**src/rtl/clksel_ctrl.sv**
```systemverilog
// Clock-select sequencer: switches hsclk/lsclk around host bus cycles and stages divider config.
// Optional macro CLKSEL_LINGER_EN enables the SLOW-state linger counter (cfg[7:4]).
module clksel_ctrl (
    input  logic       hsclk_in,
    input  logic       rst,
    input  logic       lsclk_in,
    input  logic       cycle_start,
    input  logic       host_req,
    input  logic       cfg_wr,
    input  logic [7:0] cfg_wdata,
    output logic [7:0] cfg_rdata,
    output logic       hsclk_sel,
    output logic [1:0] hsclk_div_sel,
    output logic [1:0] cpuclk_div_sel,
    output logic       busy
);

    typedef enum logic [1:0] {
        StFast,
        StToSlow,
        StSlow,
        StToFast
    } state_e;

    state_e     state_q, state_d;
    logic [1:0] settle_q, settle_d;
    logic       pending_q, pending_d;
    logic       sync1_q, sync2_q, sync3_q;
    logic [3:0] staged_q, applied_q;
    logic [3:0] linger_q;
    logic [3:0] linger_field;
    logic       ls_fall;
    logic       host_cyc;

    // lsclk_in is asynchronous; sync3_q is a spare delayed copy of the synchronised level.
    always_ff @(posedge hsclk_in) begin
        if (rst) begin
            sync1_q <= 1'b0;
            sync2_q <= 1'b0;
            sync3_q <= 1'b0;
        end else begin
            sync1_q <= lsclk_in;
            sync2_q <= sync1_q;
            sync3_q <= sync2_q;
        end
    end

    assign ls_fall  = sync2_q & ~sync1_q;
    assign host_cyc = cycle_start & host_req;

`ifdef CLKSEL_LINGER_EN
    logic [3:0] cfg_hi_q;
    logic [3:0] linger_d;
    logic       unused_sync;

    always_ff @(posedge hsclk_in) begin
        if (rst) begin
            cfg_hi_q <= 4'h0;
        end else if (cfg_wr) begin
            cfg_hi_q <= cfg_wdata[7:4];
        end
    end

    assign linger_field = cfg_hi_q;

    // Reload on SLOW entry and on every host cycle; a coincident host cycle beats ls_fall.
    always_comb begin
        linger_d = linger_q;
        if (state_q == StToSlow && state_d == StSlow) begin
            linger_d = cfg_hi_q;
        end else if (state_q == StSlow) begin
            if (host_cyc) begin
                linger_d = cfg_hi_q;
            end else if (ls_fall && linger_q != 4'h0) begin
                linger_d = linger_q - 4'd1;
            end
        end
    end

    always_ff @(posedge hsclk_in) begin
        if (rst) begin
            linger_q <= 4'h0;
        end else begin
            linger_q <= linger_d;
        end
    end

    assign unused_sync = sync3_q;
`else
    logic unused_bits;

    assign linger_field = 4'h0;
    assign linger_q     = 4'h0;
    assign unused_bits  = ^{sync3_q, cfg_wdata[7:4]};
`endif

    always_ff @(posedge hsclk_in) begin
        if (rst) begin
            state_q   <= StSlow;
            settle_q  <= 2'd0;
            pending_q <= 1'b0;
        end else begin
            state_q   <= state_d;
            settle_q  <= settle_d;
            pending_q <= pending_d;
        end
    end

    always_comb begin
        state_d   = state_q;
        settle_d  = settle_q;
        pending_d = pending_q;
        unique case (state_q)
            StFast: begin
                if (host_cyc || pending_q) begin
                    state_d   = StToSlow;
                    settle_d  = 2'd0;
                    pending_d = 1'b0;
                end
            end
            StToSlow: begin
                if (settle_q == 2'd2) begin
                    state_d  = StSlow;
                    settle_d = 2'd0;
                end else begin
                    settle_d = settle_q + 2'd1;
                end
            end
            StSlow: begin
                if (ls_fall && !host_cyc && linger_q == 4'h0) begin
                    state_d  = StToFast;
                    settle_d = 2'd0;
                end
            end
            StToFast: begin
                // A host cycle arriving mid-switch is replayed once FAST is reached.
                if (host_cyc) begin
                    pending_d = 1'b1;
                end
                if (settle_q == 2'd2) begin
                    state_d  = StFast;
                    settle_d = 2'd0;
                end else begin
                    settle_d = settle_q + 2'd1;
                end
            end
            default: begin
                state_d = StSlow;
            end
        endcase
    end

    // Divider bits only reach the clock controller while it runs from the slow clock.
    always_ff @(posedge hsclk_in) begin
        if (rst) begin
            staged_q  <= 4'h0;
            applied_q <= 4'h0;
        end else begin
            if (cfg_wr) begin
                staged_q <= cfg_wdata[3:0];
            end
            if (state_q == StSlow) begin
                applied_q <= staged_q;
            end
        end
    end

    assign hsclk_sel      = (state_q == StFast) || (state_q == StToFast);
    assign busy           = (state_q == StToSlow) || (state_q == StToFast);
    assign hsclk_div_sel  = applied_q[1:0];
    assign cpuclk_div_sel = applied_q[3:2];
    assign cfg_rdata      = {linger_field, applied_q};

endmodule

```
**config.mk**
```make
export PLATFORM = sky130hd
export DESIGN_NAME = clksel_ctrl
export DESIGN_NICKNAME = d
export VERILOG_FILES = /design/src/rtl/clksel_ctrl.sv
export SDC_FILE = /design/constraint.sdc
export NUM_CORES = 1
export LEC_CHECK = 0
export CELL_PAD_IN_SITES_DETAIL_PLACEMENT = 0
export CELL_PAD_IN_SITES_GLOBAL_PLACEMENT = 1
export CORE_MARGIN = 2
export CORE_UTILIZATION = 30
export DETAILED_ROUTE_END_ITERATION = 10
export HOLD_SLACK_MARGIN = 0.12
export PLACE_DENSITY_LB_ADDON = 0.1
export SETUP_SLACK_MARGIN = 0.05
export SKIP_CTS_REPAIR_TIMING = 1
export SLEW_MARGIN = 10
export SYNTH_ARGS = -nofsm -noshare
export SYNTH_HDL_FRONTEND = slang
export SYNTH_SLANG_ARGS = --single-unit
```
**constraint.sdc**
```tcl
create_clock -name hsclk_in -period 1.9 [get_ports hsclk_in]
set_input_delay 0.285 -clock hsclk_in [delete_from_list [all_inputs] [get_ports hsclk_in]]
set_output_delay 0.285 -clock hsclk_in [all_outputs]
set_load 0.01 [all_outputs]
```
==> reports/qor.txt, run 1 <==
Run status: completed
Layout cell share with drive strength beyond 1: 10.5%
CP Launch Type: primary input
Hold WC Path Type: flip-flop to flip-flop
Avg WL per Cell: 9.82 um
Clock root cell: clkbuf_4
Slew Limit Fails: 0
Final nets: 114
DIE HEIGHT: 52.5 um
Hold Fails Final Rpt: 0
Final worst path period need: 1.58 ns
F_max: 0.632 GHz
Number of global-route vias before repair: 494
Layout fillers: 236
CP arrival: 1.79 ns
Row count: 17
Total of max-cap violations: 0
Most frequent cell after synthesis: dfxtp_1
Cts bufs inserted: 3
Capture point of the critical path: settle_q[1]
Post-synthesis cell area: 707 um2
Warnings from Yosys: 0
Largest buffer count on any clock path: 2
R2r setup slk: 0.37 ns
Crit end category: flip-flop
H-tree levels: 1
Initial antenna violation count: 0
Library cells used by synthesis: 20
# port buffers: 19
Top FF cell, synth: dfxtp_1
Peak supply drop: 0.390 mV
Area growth syn-to-layout: 30.8%
IO Pins: 28
Crit Reg-Reg Endpoint: state_q[0]
WS Path Type: primary input to flip-flop
Antenna diode count: 0
Final period util: 83.3%
Avg Cell Area, Syn: 9.06 um2
Placed inst area: 887 um2
Clock transition at path regs: 0.09 ns
First-pass GRT wire length: 2120 um
Vias: 529
Worst setup path start: cycle_start
Tot GR Track Use: 10.7%
DP HPWL: 903 um
P_leak: 0.454 nW
Worst clock skew: 0.00825 ns
Clock latency on the worst-skew pair: 0.28 ns
Final ANT Viol Nets: 0
Gr ovfl total: 0
Hold path cells: 2
Initial core utilization: 32.0%
Top cell type's share of synthesized area: 42.5%
Die Span X: 52.5 um
Area contributors post-synth: dfxtp_1 (42%), mux2i_1 (13%), buf_4 (8.5%)
GPL Wtd Cong: 0.706
Die area: 2760 um2
#FFs+latches synth: 15
Register area share after synthesis: 42.5%
Worst reg2reg path startpoint: state_q[0]
Initial DRC Count: 0
Pre-Repair DR Iteration Count: 1
Post-synthesis cell count: 78
FF-to-FF path depth: 6
Top cells by count, synth: dfxtp_1 (15), nor2_1 (11), mux2i_1 (9)
Worst EP required: 2.11 ns
Via/cell ratio: 4.30
Setup violators final: 0
Async S/R FF share, synth: 0%
CTS tree: built
Critical path peak fanout: 5
Design Area, Final: 925 um2
Total wire length: 1210 um
Largest area contributor in the netlist: dfxtp_1
Post-synth EDFFs: 0
Pin count of the biggest net entering global routing: 16
Finished Core Util: 41.8%
Drt drc: 0
Power Dens Cells: 918 nW/um2
RSZ-0062 raised after global routing: false
Sum of negative setup slack: 0 ns
CTS Sinks: 15
Core Area: 2210 um2
per-layer routing:
| layer | vias up | part of all wire [%] | track usage [%] | wire (um) |
|---|---|---|---|---|
| met3 | 2 | 5.8 | 2.86 | 70 |
| met1 | 237 | 50 | 13.3 | 600 |
| met4 | 0 | 1.2 | 8.12 | 14 |
| met2 | 14 | 43 | 15.6 | 522 |
| met5 | - | 0 | 0 | 0 |
| li1 | 276 | - | - | - |
placed cells by master, fill, tap and decap left out:
cell / count
a21oi_1: 3
and2_4: 1
buf_4: 2
clkbuf_4: 3
clkdlybuf4s50_1: 17
clkinv_2: 1
conb_1: 4
dfxtp_1: 13
dfxtp_2: 2
dlymetal6s2s_1: 2
ha_1: 4
inv_1: 8
mux2i_1: 9
nand2_1: 1
nor2_1: 10
nor2_2: 1
nor2b_1: 2
nor3_1: 2
o211a_1: 1
o211ai_1: 1
o21ai_0: 3
o31a_1: 1
o31ai_1: 1
or3_1: 1
or4_1: 2
worst min path at each step:
stage,end,startpoint
floorplan,sync1_q,rst
global placement,sync2_q,sync1_q
detailed placement,sync2_q,sync1_q
CTS,sync2_q,sync1_q
global route,sync2_q,sync1_q
finish,pending_q,pending_q
flip-flops by register name, indices dropped and copies added (netlist names):
register   count
sync1_q        1
state_q        2
applied_q      4
settle_q       2
staged_q       4
sync2_q        1
pending_q      1
power by group:
group,internal (mW),switching (mW)
logic,0.160,0.142
registers,0.346,0.0226
clock network,0.0779,0.100
metrics by stage:
step | power, mW | instances | hold slack, ns | worst slack (ns)
floorplan | 0.566 | 81 | 0.357 | 0.295
global placement | 0.684 | 119 | 0.456 | 0.0556
detailed placement | 0.680 | 119 | 0.467 | 0.0394
CTS | 0.864 | 123 | 0.482 | -0.0483
global route | 0.925 | 123 | 0.514 | 0.238
finish | 0.849 | 123 | 0.477 | 0.317
cell families (layout without fill, tap and decap cells):
| logic type | after synthesis | after routing | synth area share (%) |
|---|---|---|---|
| AOI/OAI and AO/OA | 10 | 10 | 9.03 |
| adders and majority gates | 4 | 4 | 7.08 |
| buffers and inverters | 19 | 33 | 14.3 |
| DFF | 15 | 15 | 42.5 |
| muxes | 9 | 9 | 12.7 |
| other | 1 | 4 | 0.530 |
| and+or+nand+nor | 20 | 20 | 13.8 |
layout make-up:
class	count	area [um2]	area share (%)
sequential	15	303	32.7
clock buffer	3	22.5	2.44
tap	28	35.0	3.79
timing repair buffer	21	210	22.7
multi-input combinational	47	319	34.5
inverter	8	30.0	3.25
clock inverter	1	5.00	0.541
worst max-delay path: stages:
cell and delay, ns:
clkdlybuf4s50_1 0.40, and2_4 0.17, o31a_1 0.29, or4_1 0.51, a21oi_1 0.14
No activity file was read; power rests on OpenSTA's default activity.
==> run 2, diff against run 1 <==
--- a/config.mk
+++ b/config.mk
@@ -8,7 +8,7 @@
 export CELL_PAD_IN_SITES_DETAIL_PLACEMENT = 0
 export CELL_PAD_IN_SITES_GLOBAL_PLACEMENT = 1
 export CORE_MARGIN = 2
-export CORE_UTILIZATION = 30
+export CORE_UTILIZATION = 27
 export DETAILED_ROUTE_END_ITERATION = 10
 export HOLD_SLACK_MARGIN = 0.12
 export PLACE_DENSITY_LB_ADDON = 0.1
==> constraint.sdc (replaced) <==
create_clock -name hsclk_in -period 1.3 [get_ports hsclk_in]
set_input_delay 0.195 -clock hsclk_in [delete_from_list [all_inputs] [get_ports hsclk_in]]
set_output_delay 0.195 -clock hsclk_in [all_outputs]
set_load 0.01 [all_outputs]
==> reports/qor.txt, run 2 (synthesis results as in run 1) <==
Power Dens Cells: 1320 nW/um2 (+43%)
Drt drc: 0 (unchanged)
Worst setup path start: state_q[1]
CP arrival: 1.67 ns (-0.12 ns)
Clock transition at path regs: 0.09 ns (about the same)
Final nets: 121 (+6.1%)
Hold Fails Final Rpt: 0 (unchanged)
CTS tree: built
Die Span X: 55.2 um (+5.0%)
Slew Limit Fails: 0 (unchanged)
GPL Wtd Cong: 0.746 (+5.7%)
Sw Ratio: 31.9% (+0.69 points)
Area growth syn-to-layout: 50.8%
Largest buffer count on any clock path: 2 (unchanged)
Via/cell ratio: 4.30 (-0.12%)
Critical path peak fanout: 4 (-1)
Final period util: 112%
Area of the multi-input gates: 372 um2 (+16%)
Gr ovfl total: 0 (unchanged)
FF-to-FF path depth: 6 (unchanged)
WS Path Type: flip-flop to flip-flop
Placed cells: 127 (+6.7%)
Commonest non-fill, non-tap cells in the layout: dfxtp_1 (13), nor2_1 (10), dlymetal6s2s_1 (10)
WHS: 0.470 ns (-0.00712 ns)
Worst reg2reg path startpoint: state_q[1]
Initial antenna violation count: 0 (unchanged)
Avg WL per Cell: 10.9 um (+11%)
Layout fillers: 255 (+8.1%)
Cts bufs inserted: 3 (unchanged)
IO Pins: 28 (unchanged)
Share of total power in the clock network: 19.0% (-2.0 points)
CP Launch Type: flip-flop
Storage element area: 308 um2 (+1.7%)
Run status: complete, but fails checks
Final ANT Viol Nets: 0 (unchanged)
Number of global-route vias before repair: 472 (-4.5%)
# port buffers: 19 (unchanged)
Crit Reg-Reg Endpoint: settle_q[0]
Peak supply drop: 0.627 mV (+61%)
CTS Sinks: 15 (unchanged)
Pin count of the biggest net entering global routing: 16 (unchanged)
Comb pwr share: 41.3% (+5.8 points)
Initial core utilization: 28.5% (-3.4 points)
Sequential share of power: 39.7% (-3.8 points)
P_leak: 0.626 nW (+38%)
DP HPWL: 1010 um (+12%)
Worst clock skew: 0.00693 ns (-0.00132 ns)
Die area: 3040 um2 (+10%)
RSZ-0062 raised after global routing: true
Failing checks: negative setup slack
Initial DRC Count: 5 (+5)
Tot GR Track Use: 9.88% (-0.86 points)
Row count: 18 (+1)
Finished Core Util: 43.0% (+1.2 points)
Final worst path period need: 1.46 ns
Total of max-cap violations: 0 (unchanged)
F_max: 0.684 GHz
Registers with the most flip-flops: applied_q: 4 flops, staged_q: 4 flops
Final worst slack: -0.161 ns (-0.478 ns)
Crit end category: flip-flop
First-pass GRT wire length: 2010 um (-5.2%)
Layout cell share with drive strength beyond 1: 25.5% (+15 points)
Vias: 567 (+7.2%)
Clock latency on the worst-skew pair: 0.28 ns (about the same)
DIE HEIGHT: 55.2 um (+5.0%)
Net Switching: 0.447 mW (+69%)
Clock root cell: clkbuf_4
Final Non-Filler Cells: 132 (+7.3%)
Pre-Repair DR Iteration Count: 2 (+1)
Core Area: 2480 um2 (+12%)
Antenna diode count: 0 (unchanged)
Most common cell after layout, fill and taps aside: dfxtp_1
R2r setup slk: -0.16 ns (-0.53 ns)
Total wire length: 1440 um (+19%)
Hold WC Path Type: primary input to flip-flop
Worst EP required: 1.51 ns (-0.60 ns)
Internal power: 0.956 mW (+64%)
Capture point of the critical path: settle_q[0]
H-tree levels: 1 (unchanged)
Setup violators final: 6 (+6)
==> run 2: cell count changes in the layout (fill, tap and decap cells not counted), sizes merged <==
cell,delta
clkdlybuf4s50,-8
dlymetal6s2s,+8
buf,+7
clkbuf,+1
clkinv,-1
==> run 2: cell type report <==
type	count	area share (%)
Sequential cell	15	28.9
Multi-Input combinational cell	47	34.9
Inverter	8	3.05
Clock buffer	4	2.46
Tap cell	30	3.52
Timing Repair Buffer	28	27.2
==> run 2: how the worst min path moves through the flow <==
stage,start,to,slack (ns),cells after the start
global placement,pending_q,pending_q,0.46,2
detailed placement,sync1_q,sync2_q,0.47,1
global route,lsclk_in,sync1_q,0.49,2
floorplan,rst,sync1_q,0.27,1
finish,lsclk_in,sync1_q,0.47,2
CTS,lsclk_in,sync1_q,0.46,2
==> run 2: metal layers <==
metal	vias to the layer above	track usage (%)	share of wire [%]	routed length [um]
met5	-	0	0	0
met3	2	2.42	7.0	101
li1	289	-	-	-
met1	259	12.9	43	618
met2	17	14.5	49	706
met4	0	6.10	0.90	13
==> run 2: per-stage QoR <==
stage / power [mW] / area (um2) / setup TNS [ns] / setup WS [ns]
6_report: 1.40 / 1070 / -0.722 / -0.161
5_1_grt: 1.50 / 1070 / -1.11 / -0.205
4_1_cts: 1.34 / 965 / -2.54 / -0.540
3_5_place_dp: 1.07 / 938 / -1.84 / -0.489
3_3_place_gp: 1.07 / 938 / -1.82 / -0.455
2_1_floorplan: 0.862 / 732 / -0.323 / -0.225
==> run 2: power by group through the flow <==
stage               Clock [mW]  Combinational [mW]  Sequential (mW)
CTS                      0.279               0.523            0.540
global placement             0               0.522            0.549
global route             0.303               0.636            0.566
floorplan                    0               0.314            0.549
finish                   0.266               0.579            0.558
detailed placement           0               0.520            0.550
==> run 2: critical path, cell delays in order (launching register included) <==
cell and delay, ns:
dfxtp_4 0.38, inv_4 0.07, ha_4 0.14, nor2_2 0.04, buf_4 0.12, or4_4 0.43
o31ai_4 0.21
